$ cat config.mk
export PLATFORM = sky130hd
export DESIGN_NAME = fetch_unit_flat
export DESIGN_NICKNAME = d
export VERILOG_FILES = /design/src/rtl/fetch_unit_pkg.sv /design/src/rtl/fetch_unit_if.sv /design/src/rtl/fetch_unit.sv /design/src/flat_wrapper.sv
export SDC_FILE = /design/constraint.sdc
export NUM_CORES = 1
export LEC_CHECK = 0
export ABC_AREA = 1
export CAP_MARGIN = 20
export CORE_MARGIN = 2
export CORE_UTILIZATION = 47
export DETAILED_ROUTE_END_ITERATION = 10
export GPL_TIMING_DRIVEN = 0
export PLACE_DENSITY_LB_ADDON = 0.12
export SLEW_MARGIN = 20
export SYNTH_ARGS = -nofsm -noshare
export SYNTH_HDL_FRONTEND = slang
export SYNTH_SLANG_ARGS = --single-unit
export TNS_END_PERCENT = 30
$ cat constraint.sdc
create_clock -name clk -period 3.4 [get_ports clk]
set_input_delay 0.68 -clock clk [delete_from_list [all_inputs] [get_ports clk]]
set_output_delay 0.68 -clock clk [all_outputs]
set_load 0.1 [all_outputs]
$ cat src/rtl/fetch_unit_pkg.sv
// Shared types and defaults for the instruction fetch unit.
// No logic of its own; consumed by the interface and the top.
// Backpressure: n/a.
package fetch_unit_pkg;

    // Fetch controller states
    typedef enum logic [1:0] {
        ST_FETCH = 2'd0,
        ST_HOLD  = 2'd1,
        ST_DRAIN = 2'd2
    } fetch_state_e;

    // Reset PC doubles as the exception vector
    localparam logic [31:0] DEFAULT_RESET_PC = 32'h0000_0000;
    localparam logic [31:0] DEFAULT_NOP_WORD = 32'h0000_0000;

    // Force a byte address onto a word boundary
    function automatic logic [31:0] word_align(input logic [31:0] addr);
        return addr & ~32'h0000_0003;
    endfunction

endpackage

$ cat src/rtl/fetch_unit_if.sv
// Bundles the next-PC, instruction-memory and decode-side signals of the fetch unit.
// Latency: n/a (wires only).
// Backpressure: imem_req/imem_ack request-hold, inst_valid/inst_ready to decode.
interface fetch_unit_if;

    // Next-PC / redirect side
    logic [31:0] nextpc;
    logic        flush;
    logic [31:0] flush_pc;
    logic [31:0] pc;

    // Instruction memory side
    logic        imem_req;
    logic [31:0] imem_addr;
    logic        imem_ack;
    logic [31:0] imem_rdata;
    logic        imem_err;

    // Decode side
    logic        inst_valid;
    logic        inst_ready;
    logic [31:0] inst;
    logic [31:0] inst_pc;
    logic        inst_fault;

    // Fetch unit view
    modport master (
        input  nextpc, flush, flush_pc,
        output pc,
        output imem_req, imem_addr,
        input  imem_ack, imem_rdata, imem_err,
        output inst_valid, inst, inst_pc, inst_fault,
        input  inst_ready
    );

    // Environment view (next-PC logic, memory, decode)
    modport slave (
        output nextpc, flush, flush_pc,
        input  pc,
        input  imem_req, imem_addr,
        output imem_ack, imem_rdata, imem_err,
        input  inst_valid, inst, inst_pc, inst_fault,
        output inst_ready
    );

endinterface

$ cat src/rtl/fetch_unit.sv
// Owns the fetch PC, issues one instruction-memory request at a time, buffers the word for decode.
// Latency: imem_ack to inst_valid is 1 cycle; zero-wait throughput is 1 instruction per 2 cycles.
// Backpressure: holds the buffered word while inst_ready=0; imem_req stays up with a stable address until imem_ack.
module fetch_unit
    import fetch_unit_pkg::*;
#(
    parameter logic [31:0] RESET_PC = DEFAULT_RESET_PC,
    parameter logic [31:0] NOP_WORD = DEFAULT_NOP_WORD
) (
    input  logic         clk,
    input  logic         rst,
    fetch_unit_if.master bus
);

    fetch_state_e state_q, state_d;
    logic [31:0]  pc_q, pc_d;
    logic [31:0]  drain_addr_q, drain_addr_d;
    logic         inst_valid_q, inst_valid_d;
    logic [31:0]  inst_q, inst_d;
    logic [31:0]  inst_pc_q, inst_pc_d;
    logic         inst_fault_q, inst_fault_d;

    // A response is only taken from memory while a request is on the bus
    logic         ack_fetch;
    logic         consume;

    assign ack_fetch = (state_q == ST_FETCH) && bus.imem_ack;
    assign consume   = (state_q == ST_HOLD) && bus.inst_ready;

    // State and datapath registers; reset wins over any in-flight ack
    always_ff @(posedge clk) begin
        if (rst) begin
            state_q      <= ST_FETCH;
            pc_q         <= word_align(RESET_PC);
            drain_addr_q <= '0;
            inst_valid_q <= 1'b0;
            inst_q       <= NOP_WORD;
            inst_pc_q    <= '0;
            inst_fault_q <= 1'b0;
        end else begin
            state_q      <= state_d;
            pc_q         <= pc_d;
            drain_addr_q <= drain_addr_d;
            inst_valid_q <= inst_valid_d;
            inst_q       <= inst_d;
            inst_pc_q    <= inst_pc_d;
            inst_fault_q <= inst_fault_d;
        end
    end

    // Next-state: flush overrides everything, but a request already on the bus must be drained
    always_comb begin
        state_d = state_q;
        unique case (state_q)
            ST_FETCH: begin
                if (bus.flush) begin
                    // With an ack this cycle the bus is already free, so just refetch
                    state_d = bus.imem_ack ? ST_FETCH : ST_DRAIN;
                end else if (bus.imem_ack) begin
                    state_d = ST_HOLD;
                end
            end
            ST_HOLD: begin
                if (bus.flush || bus.inst_ready) begin
                    state_d = ST_FETCH;
                end
            end
            ST_DRAIN: begin
                // Further flushes only move the target; the aborted request still has to complete
                if (bus.imem_ack) begin
                    state_d = ST_FETCH;
                end
            end
            default: state_d = ST_FETCH;
        endcase
    end

    // Datapath updates: PC, drain address and the decode buffer
    always_comb begin
        pc_d         = pc_q;
        drain_addr_d = drain_addr_q;
        inst_valid_d = inst_valid_q;
        inst_d       = inst_q;
        inst_pc_d    = inst_pc_q;
        inst_fault_d = inst_fault_q;

        if (bus.flush) begin
            pc_d         = word_align(bus.flush_pc);
            inst_valid_d = 1'b0;
            // Remember the address still on the bus so it can be held until its ack
            if ((state_q == ST_FETCH) && !bus.imem_ack) begin
                drain_addr_d = pc_q;
            end
        end else if (ack_fetch) begin
            inst_d       = bus.imem_err ? NOP_WORD : bus.imem_rdata;
            inst_fault_d = bus.imem_err;
            inst_pc_d    = pc_q;
            inst_valid_d = 1'b1;
        end else if (consume) begin
            pc_d         = word_align(bus.nextpc);
            inst_valid_d = 1'b0;
        end
    end

    // Outputs: request is live in FETCH and DRAIN, and forced low during reset
    always_comb begin
        bus.imem_req   = !rst && (state_q != ST_HOLD);
        bus.imem_addr  = (state_q == ST_DRAIN) ? drain_addr_q : pc_q;
        bus.pc         = pc_q;
        bus.inst_valid = inst_valid_q;
        bus.inst       = inst_q;
        bus.inst_pc    = inst_pc_q;
        bus.inst_fault = inst_fault_q;
    end

endmodule

$ cat src/flat_wrapper.sv
// flat-port wrapper written by rule: the top's interface ports become plain ports
module fetch_unit_flat import fetch_unit_pkg::*;
#(
    parameter logic [31:0] RESET_PC = DEFAULT_RESET_PC,
    parameter logic [31:0] NOP_WORD = DEFAULT_NOP_WORD
)
  (clk, rst, bus_nextpc, bus_flush, bus_flush_pc, bus_pc, bus_imem_req, bus_imem_addr, bus_imem_ack, bus_imem_rdata, bus_imem_err, bus_inst_valid, bus_inst, bus_inst_pc, bus_inst_fault, bus_inst_ready);
  fetch_unit_if bus_i ();
  input  logic clk;
  input  logic rst;
  input wire logic [$bits(bus_i.nextpc)-1:0] bus_nextpc;
  input wire logic [$bits(bus_i.flush)-1:0] bus_flush;
  input wire logic [$bits(bus_i.flush_pc)-1:0] bus_flush_pc;
  output wire logic [$bits(bus_i.pc)-1:0] bus_pc;
  output wire logic [$bits(bus_i.imem_req)-1:0] bus_imem_req;
  output wire logic [$bits(bus_i.imem_addr)-1:0] bus_imem_addr;
  input wire logic [$bits(bus_i.imem_ack)-1:0] bus_imem_ack;
  input wire logic [$bits(bus_i.imem_rdata)-1:0] bus_imem_rdata;
  input wire logic [$bits(bus_i.imem_err)-1:0] bus_imem_err;
  output wire logic [$bits(bus_i.inst_valid)-1:0] bus_inst_valid;
  output wire logic [$bits(bus_i.inst)-1:0] bus_inst;
  output wire logic [$bits(bus_i.inst_pc)-1:0] bus_inst_pc;
  output wire logic [$bits(bus_i.inst_fault)-1:0] bus_inst_fault;
  input wire logic [$bits(bus_i.inst_ready)-1:0] bus_inst_ready;
  assign bus_i.nextpc = bus_nextpc;
  assign bus_i.flush = bus_flush;
  assign bus_i.flush_pc = bus_flush_pc;
  assign bus_pc = bus_i.pc;
  assign bus_imem_req = bus_i.imem_req;
  assign bus_imem_addr = bus_i.imem_addr;
  assign bus_i.imem_ack = bus_imem_ack;
  assign bus_i.imem_rdata = bus_imem_rdata;
  assign bus_i.imem_err = bus_imem_err;
  assign bus_inst_valid = bus_i.inst_valid;
  assign bus_inst = bus_i.inst;
  assign bus_inst_pc = bus_i.inst_pc;
  assign bus_inst_fault = bus_i.inst_fault;
  assign bus_i.inst_ready = bus_inst_ready;
  fetch_unit #(.RESET_PC(RESET_PC), .NOP_WORD(NOP_WORD)) u_core (.clk(clk), .rst(rst), .bus(bus_i));
endmodule
==> results_dict.tcl <==
set metrics [dict create \
    setup_viol 0 \
    min_period_over_period 0.9594 \
    top_layer "met4" \
    rsz0062_at_grt "yes" \
    core_area_sq_um 12110 \
    seq_area_frac_synth 0.4289 \
    synthTopCellsByCount "nand2_1, dfxtp_1, nor2_1" \
    min_period_ns 3.262 \
    synth-seq-cells 126 \
    vias 6675 \
    die_w_um 115.9 \
    crit_path_start "u_core.state_q[1]$_SDFFE_PP0P_" \
    avgViaCountPerCell 5.026 \
    grt_pass1_vias 6129 \
    layout-drive-gt1-share 0.07155 \
    routabilityCongestion 0.8349 \
    io_buffers 220 \
    hold_viol 0 \
    power_density_nw_per_um2 565.2 \
    r2r_cells 6 \
    ant_nets 0 \
    p_sw_mw 1.856 \
    met3_length_um 1382 \
    drv_slew 0 \
    drt-total-wl_um 18900 \
    timing.rr.end "u_core.bus.pc[19]$_SDFFE_PP0P_" \
    clock_latency_ns 0.42 \
    ir_drop_v 0.0002739 \
    synth_area_leaders "dfxtp_1, nand2_1, nand4_1" \
    instances_no_fill 1328 \
    die_h_um 115.9 \
    dieArea_sq_um 13420 \
    n_fill_cell 1069 \
    cts_tree "built" \
    worstPathMaxFanout 10 \
    antenna_found_initial 0 \
    critPathCapture "bus_imem_addr[19]" \
    cts_buffers 17 \
    placementRows 40 \
    clkPwrFrac 0.384 \
    synth_enable_flop_cells 0 \
    clkTransAtPathRegs_ns 0.06 \
    max_cap_viol_count 0 \
    fmax_mhz 306.6 \
    yosysWarnings 0 \
    critical_path_class "reg -> out" \
    p_leak_nw 3.804 \
    worstPathRequired_ns 2.72 \
    async_flop_share 0 \
    critPathArrivalTime_ns 2.58 \
    cts_resized 30 \
    synth_cell_types 17 \
    worstMarginPinSlew_ns 1.028 \
    routedWlPerCell_um 14.23 \
    max-slew-margin-rel 0.3122 \
    fin_skew_ns 0.007776 \
    cts_sinks 126 \
    grt_pass1_wl_um 29910 \
    grt_max_degree 17 \
    p_seq_frac 0.323 \
    final_area_sq_um 8900 \
    drt-pass1-iter-count 5 \
    route.detailed.drc 0 \
    holdBufCountCts 0 \
    final_nets 1249 \
    syn_to_final_growth_pct 51.34 \
    dp_hpwl_um 13480 \
    final_util 0.7348 \
    postCtsSetupBuffers 0 \
    synth_ff_type "dfxtp_1" \
    syn_avg_cell_area_sq_um 6.512 \
    status "finished clean" \
    io_pins 233 \
    internal-power_mw 3.175 \
    dpl_cell_area_sq_um 8312 \
    synth_top_area_share 0.4289 \
    dp_cells 1296 \
    htreeDepth 4 \
    synth.most_common_cell "nand2_1" \
    drt_iter0_drc 564 \
    synthesis.instances 903 \
    cts_root_buf "clkbuf_16" \
    route.met2.wl_um 8876 \
    setup-tns-final_ns 0 \
    n_antenna_cell 0 \
    grt_use_total 0.2824 \
    combPwrFrac 0.293 \
    reg2reg_from "u_core.state_q[1]$_SDFFE_PP0P_" \
    worstSetupEndpointType "output port" \
    synthesis.area_sq_um 5881 \
    yosysTopAreaCell "dfxtp_1" \
    cts_buffer_depth 2 \
    wl_met1_um 8155 \
    hp-class "reg -> reg" \
    start_kind "flop" \
    start_util 0.4855 \
    gr-total-overflow 0 \
    switching_share 0.3689 \
    reg2reg_slack_ns 1.88 \
]
## through the flow
stage / setup WS (ns) / hold slack [ns] / power, mW
2_1_floorplan: -0.5268 / 0.4401 / 2.726
3_3_place_gp: 0.2311 / 0.4483 / 3.133
4_1_cts: 0.1191 / 0.4613 / 5.032
5_1_grt: -0.01686 / 0.4705 / 5.185
3_5_place_dp: 0.2339 / 0.4526 / 3.142
6_report: 0.1380 / 0.4596 / 5.030
## power groups by stage
stage | Combinational [mW] | Clock, mW | Sequential [mW]
final | 1.47 | 1.93 | 1.62
after detailed placement | 1.49 | 0 | 1.65
after floorplan | 0.603 | 0 | 2.12
after CTS | 1.47 | 1.94 | 1.62
after global routing | 1.56 | 2.00 | 1.63
after global placement | 1.48 | 0 | 1.65
## per-layer routing
layer,up-vias,GRT usage
li1,3366,-
met1,2991,0.3510
met2,274,0.4749
met3,44,0.07008
met4,0,0.1063
met5,-,0
## flip-flops by register name, summed over array words and instances (netlist names)
name                   cells
u_core.bus.inst_pc        30
u_core.bus.inst_fault      1
u_core.bus.pc             30
u_core.bus.inst           32
u_core.state_q             2
u_core.drain_addr_q       30
u_core.bus.inst_valid      1
## final cells by class
cell class | instances | area [sq um] | area share
inverters | 68 | 255.2 | 0.02868
well taps | 168 | 210.2 | 0.02362
plain buffers | 81 | 375.4 | 0.04218
flip-flops and latches | 126 | 2522 | 0.2834
clock inverters | 14 | 191.4 | 0.02151
repair buffers | 220 | 2160 | 0.2427
multi-input cells | 633 | 2746 | 0.3086
clock buffers | 18 | 439.2 | 0.04935
## how the worst min path moves through the flow
stage                                               from                                   end  slack, ns  cells past startpoint
floorplan           u_core.drain_addr_q[31]$_SDFFE_PP0P_  u_core.drain_addr_q[31]$_SDFFE_PP0P_       0.44                      2
global placement    u_core.drain_addr_q[29]$_SDFFE_PP0P_  u_core.drain_addr_q[29]$_SDFFE_PP0P_       0.45                      2
detailed placement  u_core.drain_addr_q[20]$_SDFFE_PP0P_  u_core.drain_addr_q[20]$_SDFFE_PP0P_       0.45                      2
CTS                 u_core.drain_addr_q[20]$_SDFFE_PP0P_  u_core.drain_addr_q[20]$_SDFFE_PP0P_       0.46                      2
global route        u_core.drain_addr_q[10]$_SDFFE_PP0P_  u_core.drain_addr_q[10]$_SDFFE_PP0P_       0.47                      2
finish               u_core.bus.inst_pc[21]$_SDFFE_PP0P_   u_core.bus.inst_pc[21]$_SDFFE_PP0P_       0.46                      2
## worst max-delay path, cell delays in order (launching register included)
cell	delay [ns]
dfxtp_1	0.37
inv_1	0.09
nor2_1	0.35
buf_2	0.30
nand2_1	0.07
o21ai_0	0.10
dlygate4sd2_1	0.88
## cells in the final DEF, fill, tap and decap left out, types with 17 or more instances in the layout
cell	Yosys	routed
nand2_1	308	308
clkdlybuf4s50_1	0	190
dfxtp_1	126	126
nor2_1	95	95
inv_1	66	66
a21oi_1	66	66
nand4_1	63	63
nand3_1	62	62
buf_2	36	36
clkbuf_1	31	31
o21ai_0	30	21
dlygate4sd2_1	0	18
clkbuf_16	0	17
## cells by family (layout without fill, tap and decap cells)
logic type | Yosys count | count (layout) | share of synthesized area
compound gates | 96 | 96 | 0.08170
buf+inv | 149 | 401 | 0.1072
flops | 126 | 126 | 0.4289
other cells | 1 | 6 | 0.0006377
simple gates | 531 | 531 | 0.3815
(Power assumes the default switching activity.)
